[config.mk]
export PLATFORM = sky130hd
export DESIGN_NAME = mem_arbiter
export DESIGN_NICKNAME = d
export VERILOG_FILES = /design/src/rtl/mem_arbiter_pkg.sv /design/src/rtl/rr_arbiter2.sv /design/src/rtl/mem_arbiter.sv
export SDC_FILE = /design/constraint.sdc
export NUM_CORES = 1
export LEC_CHECK = 0
export CAP_MARGIN = 40
export CORE_AREA = 5 5 97 99
export DETAILED_ROUTE_END_ITERATION = 8
export DIE_AREA = 0 0 102 104
export GPL_ROUTABILITY_DRIVEN = 0
export GPL_TIMING_DRIVEN = 0
export MAX_ROUTING_LAYER = met4
export PLACE_DENSITY_LB_ADDON = 0.2
export SLEW_MARGIN = 20
export SYNTH_ARGS = -nofsm -noshare
export SYNTH_HDL_FRONTEND = slang
export SYNTH_HIERARCHICAL = 1
export SYNTH_SLANG_ARGS = --single-unit
[constraint.sdc]
create_clock -name clk -period 6.06 [get_ports clk]
set_input_delay 1.515 -clock clk [delete_from_list [all_inputs] [get_ports clk]]
set_output_delay 1.515 -clock clk [all_outputs]
set_load 0.01 [all_outputs]
[src/rtl/mem_arbiter_pkg.sv]
// Shared types and constants for the two-requester RAM arbiter.
package mem_arbiter_pkg;

  localparam int NUM_REQ = 2;

  typedef enum logic {
    ST_IDLE  = 1'b0,
    ST_MERGE = 1'b1
  } state_t;

  function automatic logic [NUM_REQ-1:0] onehot2(input logic idx);
    return idx ? 2'b10 : 2'b01;
  endfunction

endpackage

[src/rtl/rr_arbiter2.sv]
// Two-way round-robin grant; the pointer remembers the last accepted requester.
module rr_arbiter2
  import mem_arbiter_pkg::*;
(
  input  logic               clk,
  input  logic               rst_n,
  input  logic [NUM_REQ-1:0] valid,
  input  logic               enable,
  output logic [NUM_REQ-1:0] grant,
  output logic               grant_idx
);

  // last_q = 1 after reset so requester 0 wins the first contest
  logic last_q;

  always_comb begin
    grant_idx = 1'b0;
    if (valid[0] && valid[1]) begin
      grant_idx = ~last_q;
    end else if (valid[1]) begin
      grant_idx = 1'b1;
    end
    grant = '0;
    if (enable && (|valid)) begin
      grant = onehot2(grant_idx);
    end
  end

  // A grant with its valid high is an acceptance, so the pointer moves only then
  always_ff @(posedge clk or negedge rst_n) begin
    if (!rst_n) begin
      last_q <= 1'b1;
    end else if (|grant) begin
      last_q <= grant[1];
    end
  end

endmodule

[src/rtl/mem_arbiter.sv]
// Arbitrates two requesters onto one synchronous-read RAM port; partial writes
// are done as read-modify-write through a one-cycle MERGE state.
//
// state    | meaning
// ST_IDLE  | accept one request per cycle; reads, full and zero-mask writes finish at +1
// ST_MERGE | write merged word of a captured partial write; no acceptance
module mem_arbiter
  import mem_arbiter_pkg::*;
#(
  parameter  int W = 32,
  parameter  int L = 128,
  localparam int A = $clog2(L),
  localparam int B = W / 8
) (
  input  logic                      clk,
  input  logic                      rst_n,
  input  logic [NUM_REQ-1:0]        req_valid,
  output logic [NUM_REQ-1:0]        req_ready,
  input  logic [NUM_REQ-1:0][A-1:0] req_addr,
  input  logic [NUM_REQ-1:0]        req_wr,
  input  logic [NUM_REQ-1:0][W-1:0] req_wdata,
  input  logic [NUM_REQ-1:0][B-1:0] req_wmask,
  output logic [NUM_REQ-1:0]        rsp_valid,
  output logic [W-1:0]              rsp_rdata,
  output logic                      ram_wr_ena,
  output logic [A-1:0]              ram_addr,
  output logic [W-1:0]              ram_wr_data,
  input  logic [W-1:0]              ram_rd_data
);

  state_t               state_q, state_d;
  logic                 rdy_en_q;
  logic [NUM_REQ-1:0]   grant;
  logic                 gidx;
  logic                 accept;
  logic [A-1:0]         sel_addr;
  logic                 sel_wr;
  logic [W-1:0]         sel_wdata;
  logic [B-1:0]         sel_mask;
  logic                 sel_full;
  logic                 sel_none;
  logic                 is_partial;
  logic [A-1:0]         cap_addr;
  logic [W-1:0]         cap_data;
  logic [B-1:0]         cap_mask;
  logic                 cap_idx;
  logic [W-1:0]         merged;
  logic [NUM_REQ-1:0]   rsp_d;
  logic [NUM_REQ-1:0]   rsp_q;

  rr_arbiter2 u_rr (
    .clk       (clk),
    .rst_n     (rst_n),
    .valid     (req_valid),
    .enable    (rdy_en_q && (state_q == ST_IDLE)),
    .grant     (grant),
    .grant_idx (gidx)
  );

  assign req_ready  = grant;
  assign accept     = |(req_valid & grant);
  assign sel_addr   = req_addr[gidx];
  assign sel_wr     = req_wr[gidx];
  assign sel_wdata  = req_wdata[gidx];
  assign sel_mask   = req_wmask[gidx];
  assign sel_full   = &sel_mask;
  assign sel_none   = ~|sel_mask;
  assign is_partial = accept && sel_wr && !sel_full && !sel_none;

  // The pre-write word read at acceptance arrives on ram_rd_data during MERGE
  always_comb begin
    merged = '0;
    for (int k = 0; k < B; k++) begin
      merged[8*k +: 8] = cap_mask[k] ? cap_data[8*k +: 8] : ram_rd_data[8*k +: 8];
    end
  end

  always_comb begin
    state_d     = state_q;
    ram_wr_ena  = 1'b0;
    ram_addr    = sel_addr;
    ram_wr_data = sel_wdata;
    rsp_d       = '0;
    case (state_q)
      ST_IDLE: begin
        if (accept) begin
          if (is_partial) begin
            state_d = ST_MERGE;
          end else begin
            ram_wr_ena = sel_wr && sel_full;
            rsp_d      = onehot2(gidx);
          end
        end
      end
      ST_MERGE: begin
        ram_wr_ena  = 1'b1;
        ram_addr    = cap_addr;
        ram_wr_data = merged;
        rsp_d       = onehot2(cap_idx);
        state_d     = ST_IDLE;
      end
      default: state_d = ST_IDLE;
    endcase
  end

  // rdy_en_q keeps req_ready low until the first edge after reset release
  always_ff @(posedge clk or negedge rst_n) begin
    if (!rst_n) begin
      state_q  <= ST_IDLE;
      rdy_en_q <= 1'b0;
      rsp_q    <= '0;
    end else begin
      state_q  <= state_d;
      rdy_en_q <= 1'b1;
      rsp_q    <= rsp_d;
    end
  end

  always_ff @(posedge clk or negedge rst_n) begin
    if (!rst_n) begin
      cap_addr <= '0;
      cap_data <= '0;
      cap_mask <= '0;
      cap_idx  <= 1'b0;
    end else if (is_partial) begin
      cap_addr <= sel_addr;
      cap_data <= sel_wdata;
      cap_mask <= sel_mask;
      cap_idx  <= gidx;
    end
  end

  // Read-before-write RAM makes ram_rd_data the pre-write word for partial writes too
  assign rsp_valid = rsp_q;
  assign rsp_rdata = ram_rd_data;

endmodule

==> results.json, run 1 <==
{
  "cts.clk_slew.worst_paths_ps": 90,
  "die-area_sq_um": 10600,
  "fin_hold_ws_ps": 496,
  "seq_area_frac_synth_pct": 35.9,
  "max_clock_freq_mhz": 178,
  "drc_errors": 0,
  "gr-usage-all-layers_pct": 19.6,
  "final_max_slew_viol_count": 0,
  "power.internal_uw": 938,
  "synth_compound_area_share_pct": 7.24,
  "cts_hold_buf": 0,
  "rr_worst_depth": 11,
  "p_leak_nw": 2.45,
  "min_period_ps": 5620,
  "p_clk_share_pct": 13.9,
  "rsz0062_at_grt": "false",
  "overflow": 0,
  "crit_path_end_kind": "output port",
  "synth.largest_area_cell": "dfrtp_1",
  "crit_path_start_kind": "input pin",
  "synth_xor_area_share_pct": 0,
  "worst_slack_ps": 439,
  "syn_avg_cell_area_sq_um": 10.7,
  "fin_nets": 649,
  "hpwl_um": 8360,
  "ys_types": 28,
  "synth_nets": 443,
  "min_period_over_period_pct": 92.8,
  "grt_pass1_vias": 3415,
  "hold_depth": 1,
  "wl_per_cell_um": 16.6,
  "num_rows": 34,
  "worstMarginPinSlew_ps": 665,
  "seq_power_share_pct": 38.5,
  "ctsHtreeMaxLevel": 2,
  "postCtsSetupRepairBufs": 0,
  "fill_cells": 709,
  "syn_inst": 319,
  "synth_seq_cells": 49,
  "diodes": 0,
  "drt-total-wl_um": 10500,
  "synth_adder_area_share_pct": 0,
  "die_h_um": 104,
  "cts.sinks": 49,
  "final_common_cell": "clkdlybuf4s50_1",
  "max_slew_margin_pct": 55.7,
  "layout_common_cells": "clkdlybuf4s50_1 (198), mux2_2 (63), dfrtp_1 (48), mux2i_1 (37)",
  "hold_class": "register to register",
  "synthSimpleGateAreaFrac_pct": 6.07,
  "switchingPower_uw": 439,
  "final.setup.tns_ps": 0,
  "postCtsResizedCells": 0,
  "grt_antenna_before_repair": 0,
  "crit_fanout": 10,
  "hold_viol": 0,
  "avgViaCountPerCell": 4.93,
  "worstSetupPathType": "input pin to output port",
  "synth.cell_area_sq_um": 3420,
  "cts_tree": "done",
  "place_ws_ps": 402,
  "ios": 200,
  "synthMuxAreaShare_pct": 39.1,
  "synth_top_family_by_area": "multiplexers",
  "clk_latency_ps": 300,
  "switching_share_pct": 31.9,
  "numPortBuffers": 199,
  "grt_pass1_wl_um": 16300,
  "first_pass_iters": 6,
  "chipWidth_um": 102,
  "yosysTopAreaCellShare_pct": 35.1,
  "ant_nets": 0,
  "peakVddDrop_mv": 0.122,
  "syn_to_final_growth_pct": 64.6,
  "cts_root_buffer": "clkbuf_8",
  "clk_path_buf_depth": 2,
  "yosys_warnings": 6,
  "outcome": "complete, no violations",
  "crit_arrival_ps": 4110,
  "power_frac_comb_pct": 47.6,
  "drtIter0Drc": 55,
  "setup_violations": 0,
  "fin_skew_ps": 10.6,
  "synth.area.top_cells": "dfrtp_1 (35%), mux2_2 (21%), mux2i_1 (11%), mux2_1 (7.6%), buf_4 (7.2%)",
  "cp.required_ps": 4550,
  "start_util_pct": 40.4,
  "power_density_nw_per_um2": 244,
  "via_count": 3126,
  "coreArea_sq_um": 8470,
  "numCtsBuffers": 5,
  "drive_gt1_share_pct": 21.9,
  "drv_cap": 0,
  "grt_max_degree": 50
}
-- through the flow --
step	cells	instance area, sq um	utilization, %	power (mW)
CTS	634	5630	66.6	1.39
global route	634	5630	66.6	1.47
finish	634	5630	66.6	1.38
detailed placement	626	5550	65.5	1.20
floorplan	319	3420	-	0.917
global placement	626	5550	65.6	1.17
-- logic make-up after synthesis --
group                  after synthesis
muxes                              123
and+or+nand+nor                     44
DFF                                 49
other                                1
buffers and inverters               60
AOI/OAI and AO/OA                   42
-- worst paths after layout --
| path | to | start | slack [ps] |
|---|---|---|---|
| min in group asynchronous | cap_data[19] | rst_n | 1220 |
| worst min register to register | cap_addr[5] | cap_addr[5] | 500 |
| worst max-delay path | ram_addr[3] | req_valid[1] | 440 |
| worst min-delay path | cap_addr[5] | cap_addr[5] | 500 |
| worst max register to register | cap_addr[2] | state_q | 3360 |
| max in group asynchronous | cap_data[6] | rst_n | 4410 |
-- power groups by stage --
stage               combinational [mW]  sequential (mW)  clock (mW)
floorplan                        0.400            0.517           0
global placement                 0.644            0.527           0
detailed placement               0.662            0.538           0
CTS                              0.666            0.530       0.198
global route                     0.720            0.546       0.208
finish                           0.655            0.530       0.192
-- per-layer routing --
metal  wire length, um  GRT usage [%]  vias to the layer above  share of wire [%]
met2              5140           33.1                      140                 49
li1                  -              -                     1496                  -
met1              4260           23.4                     1474                 41
met4               210           5.72                        0                2.0
met5                 0              -                        -                  0
met3               895           3.82                       16                8.5
-- synthesized netlist by cell type --
library cell and instances:
buf_4 33, a21oi_1 32, clkbuf_1 15, mux2i_1 37
nand2_1 1, buf_6 2, nand3b_4 1, and2_1 1
dfstp_2 1, a22oi_1 1, mux2_1 23, nor2b_1 2
nor3b_1 1, dfrtp_1 48, a22o_1 3, inv_1 5
nor2_2 1, nor3_1 1, buf_8 3, mux2_2 63
nand4_1 1, a21o_1 1, buf_1 2, conb_1 1
nor2_1 34, a21boi_2 1, nor4_2 1, a32oi_1 4
-- layout make-up --
type / instances / area [sq um] / area share (%)
buffer: 55 / 379 / 6.73
tap: 108 / 135 / 2.40
inverter: 5 / 18.8 / 0.333
sequential: 49 / 1230 / 21.8
multi-input combinational: 210 / 1800 / 31.9
timing repair buffer: 199 / 1990 / 35.3
clock inverter: 3 / 17.5 / 0.311
clock buffer: 5 / 68.8 / 1.22
-- sequential cells by signal, summed over array words and instances (netlist names) --
signal,count
cap_mask,4
state_q,1
cap_idx,1
rdy_en_q,1
cap_data,32
cap_addr,7
u_rr/last_q,1
rsp_valid,2
-- worst max-delay path, cell delays in order --
cell and delay (ps):
clkdlybuf4s50_1 490, a21boi_2 260, buf_6 210, clkbuf_1 460, mux2_2 420, mux2_2 270
clkdlybuf4s50_1 480
(Power assumes the default switching activity.)
==> inputs of run 2 (changes only) <==
ABC_AREA = 1   (was not set)
CORE_AREA = 5 5 99 101   (was 5 5 97 99)
DIE_AREA = 0 0 104 106   (was 0 0 102 104)
==> run 2 against run 1 <==
  * Total power is 3.1% lower
  * Wire length is 29% higher
  * Synthesized cell count is 84% higher
  * Clock-buffer cell count is 2 higher
  * Design area is 4.9% higher
  * Clock skew is 2.7 ps lower
  * Clock power is 5% higher
  * Via count is 48% higher
  * Critical path type unchanged
  * Critical endpoint is now ram_wr_ena
  * Highest routed layer unchanged
==> results.json, run 2 <==
{
  "synth.most_common_cell": "nand2_1",
  "synth_top_family_by_area": "simple AND/OR/NAND/NOR gates",
  "synth_edf_count": 0,
  "max_clock_freq_mhz": 182,
  "synth_seq_cells": 49,
  "synth.largest_area_cell": "dfrtp_1",
  "synth_compound_area_share_pct": 10.5,
  "drtIter0Drc": 216,
  "synth.cell_area_sq_um": 3680,
  "switching_share_pct": 38.0,
  "ios": 200,
  "synthTopCellsByCount": "nand2_1 (274), o21ai_0 (65), dfrtp_1 (48), nand4_1 (44), nor2_1 (42)",
  "power.internal_uw": 828,
  "final_common_cell": "nand2_1",
  "cts_hold_buf": 0,
  "crit_path_start_kind": "input pin",
  "gr-usage-all-layers_pct": 24.4,
  "cts_root_buffer": "clkbuf_8",
  "num_rows": 35,
  "power_frac_comb_pct": 47.2,
  "seq_power_share_pct": 37.7,
  "hpwl_um": 10700,
  "setup_violations": 0,
  "hp-start": "cap_data[29]",
  "synth.area.top_cells": "dfrtp_1 (33%), nand2_1 (28%), o21ai_0 (8.8%), nand4_1 (7.5%), buf_4 (7.3%)",
  "coreArea_sq_um": 8930,
  "final_max_slew_viol_count": 0,
  "syn_to_final_growth_pct": 60.7,
  "outcome": "complete, no violations",
  "min_period_ps": 5500,
  "largest_reg_flops": 32,
  "regArea_sq_um": 1230,
  "clk_path_buf_depth": 2,
  "avgViaCountPerCell": 5.10,
  "fin_skew_ps": 7.92,
  "top_regs": "cap_data: 32 flops, cap_addr: 7 flops, cap_mask: 4 flops",
  "synthMuxAreaShare_pct": 0,
  "overflow": 0,
  "worstSetupPathType": "input pin to output port",
  "synth_xor_area_share_pct": 0,
  "syn_inst": 587,
  "rsz0062_at_grt": "false",
  "chipWidth_um": 104,
  "ys_types": 23,
  "die-area_sq_um": 11000,
  "final.setup.tns_ps": 0,
  "via_count": 4615,
  "min_period_over_period_pct": 90.7,
  "hold_class": "register to register",
  "async_reset_ff_share_pct": 100,
  "drc_errors": 0,
  "fill_cells": 812,
  "max_slew_margin_pct": 65.1,
  "cp.required_ps": 4550,
  "power_density_nw_per_um2": 226,
  "worstMarginPinSlew_ps": 523,
  "switchingPower_uw": 507,
  "crit_path_end_kind": "output port",
  "yosys_warnings": 6,
  "peakVddDrop_mv": 0.123,
  "drive_gt1_share_pct": 8.31,
  "rr_startpoint": "state_q",
  "numCtsBuffers": 5,
  "crit_fanout": 10,
  "crit_start": "req_valid[0]",
  "fin_nets": 918,
  "grt_pass1_wl_um": 21900,
  "numPortBuffers": 199,
  "ant_nets": 0,
  "yosysTopAreaCellShare_pct": 32.6,
  "synth_nets": 711,
  "clk_latency_ps": 310,
  "drt-total-wl_um": 13600,
  "first_pass_iters": 4,
  "crit_arrival_ps": 3980,
  "synthSimpleGateAreaFrac_pct": 42.5,
  "layout_common_cells": "nand2_1 (274), clkdlybuf4s50_1 (198), o21ai_0 (65), dfrtp_1 (48), nand4_1 (44)",
  "p_leak_nw": 2.92,
  "p_clk_share_pct": 15.1,
  "postCtsResizedCells": 0,
  "cts.sinks": 49,
  "die_h_um": 106,
  "diodes": 0,
  "drv_cap": 0,
  "multiInputGateArea_sq_um": 1950,
  "postCtsSetupRepairBufs": 0,
  "cts_tree": "done",
  "seq_area_frac_synth_pct": 33.4,
  "grt_antenna_before_repair": 0,
  "start_util_pct": 41.2,
  "grt_max_degree": 33,
  "synth-main-ff-cell": "dfrtp_1",
  "regMostFlops": "cap_data",
  "finalPower_mw": 1.33,
  "cts.clk_slew.worst_paths_ps": 90,
  "ctsHtreeMaxLevel": 2,
  "hold_viol": 0,
  "grt_pass1_vias": 4488,
  "syn_avg_cell_area_sq_um": 6.27,
  "synth_adder_area_share_pct": 0,
  "wl_per_cell_um": 15.0
}
==> run 2: metal layers <==
layer / share of wire (%) / up-vias / track usage (%)
met3: 6.2 / 15 / 4.92
li1: - / 2272 / -
met1: 40 / 2157 / 29.5
met5: 0 / - / -
met2: 52 / 171 / 42.7
met4: 1.4 / 0 / 4.53
==> run 2: stage by stage <==
step	setup slack, ps	util, %	hold WS, ps	instance area, sq um	std cells
4_1_cts	551	66.2	481	5910	905
3_3_place_gp	598	65.0	449	5810	897
2_1_floorplan	1940	-	442	3680	587
5_1_grt	351	66.2	500	5910	905
6_report	562	66.2	479	5910	905
3_5_place_dp	548	65.2	459	5830	898
==> run 2: path summary, 6_finish.rpt <==
path / to / slack [ps] / depth (start not counted)
max reg2reg: cap_data[30] / 3400 / 12
min: cap_data[29] / 480 / 2
min in group asynchronous: cap_data[6] / 1140 / 1
max: ram_wr_ena / 560 / 13
max in group asynchronous: cap_mask[3] / 4380 / 2
min reg2reg: cap_data[29] / 480 / 2
==> run 2: final cells by class <==
type	count	area share [%]
Sequential cell	49	20.8
Tap cell	111	2.35
Inverter	19	1.21
Clock buffer	7	1.46
Buffer	72	7.24
Timing Repair Buffer	200	33.9
Multi-Input combinational cell	447	33.0
==> run 2: logic make-up (layout without fill, tap and decap cells) <==
logic type,count (synthesis),in the layout
and+or+nand+nor,372,372
buffers and inverters,91,298
DFF,49,49
other,1,1
AOI/OAI and AO/OA,74,74
==> run 2: power by group through the flow <==
| stage | sequential, mW | combinational [mW] | clock (mW) |
|---|---|---|---|
| after CTS | 0.502 | 0.633 | 0.203 |
| final | 0.504 | 0.629 | 0.201 |
| after global routing | 0.518 | 0.708 | 0.217 |
| after floorplan | 0.493 | 0.338 | 0 |
| after global placement | 0.503 | 0.613 | 0 |
| after detailed placement | 0.508 | 0.631 | 0 |
==> run 2: worst max-delay path, stage by stage <==
cell             delay, ps
clkdlybuf4s50_1        530
nand2_1                 90
nand2_1                 70
inv_2                   40
buf_4                  150
buf_6                  140
nand2_1                 80
o21ai_2                 90
nor2_8                 180
buf_2                  310
nand3_1                160
nand2_1                 90
clkdlybuf4s50_1        540
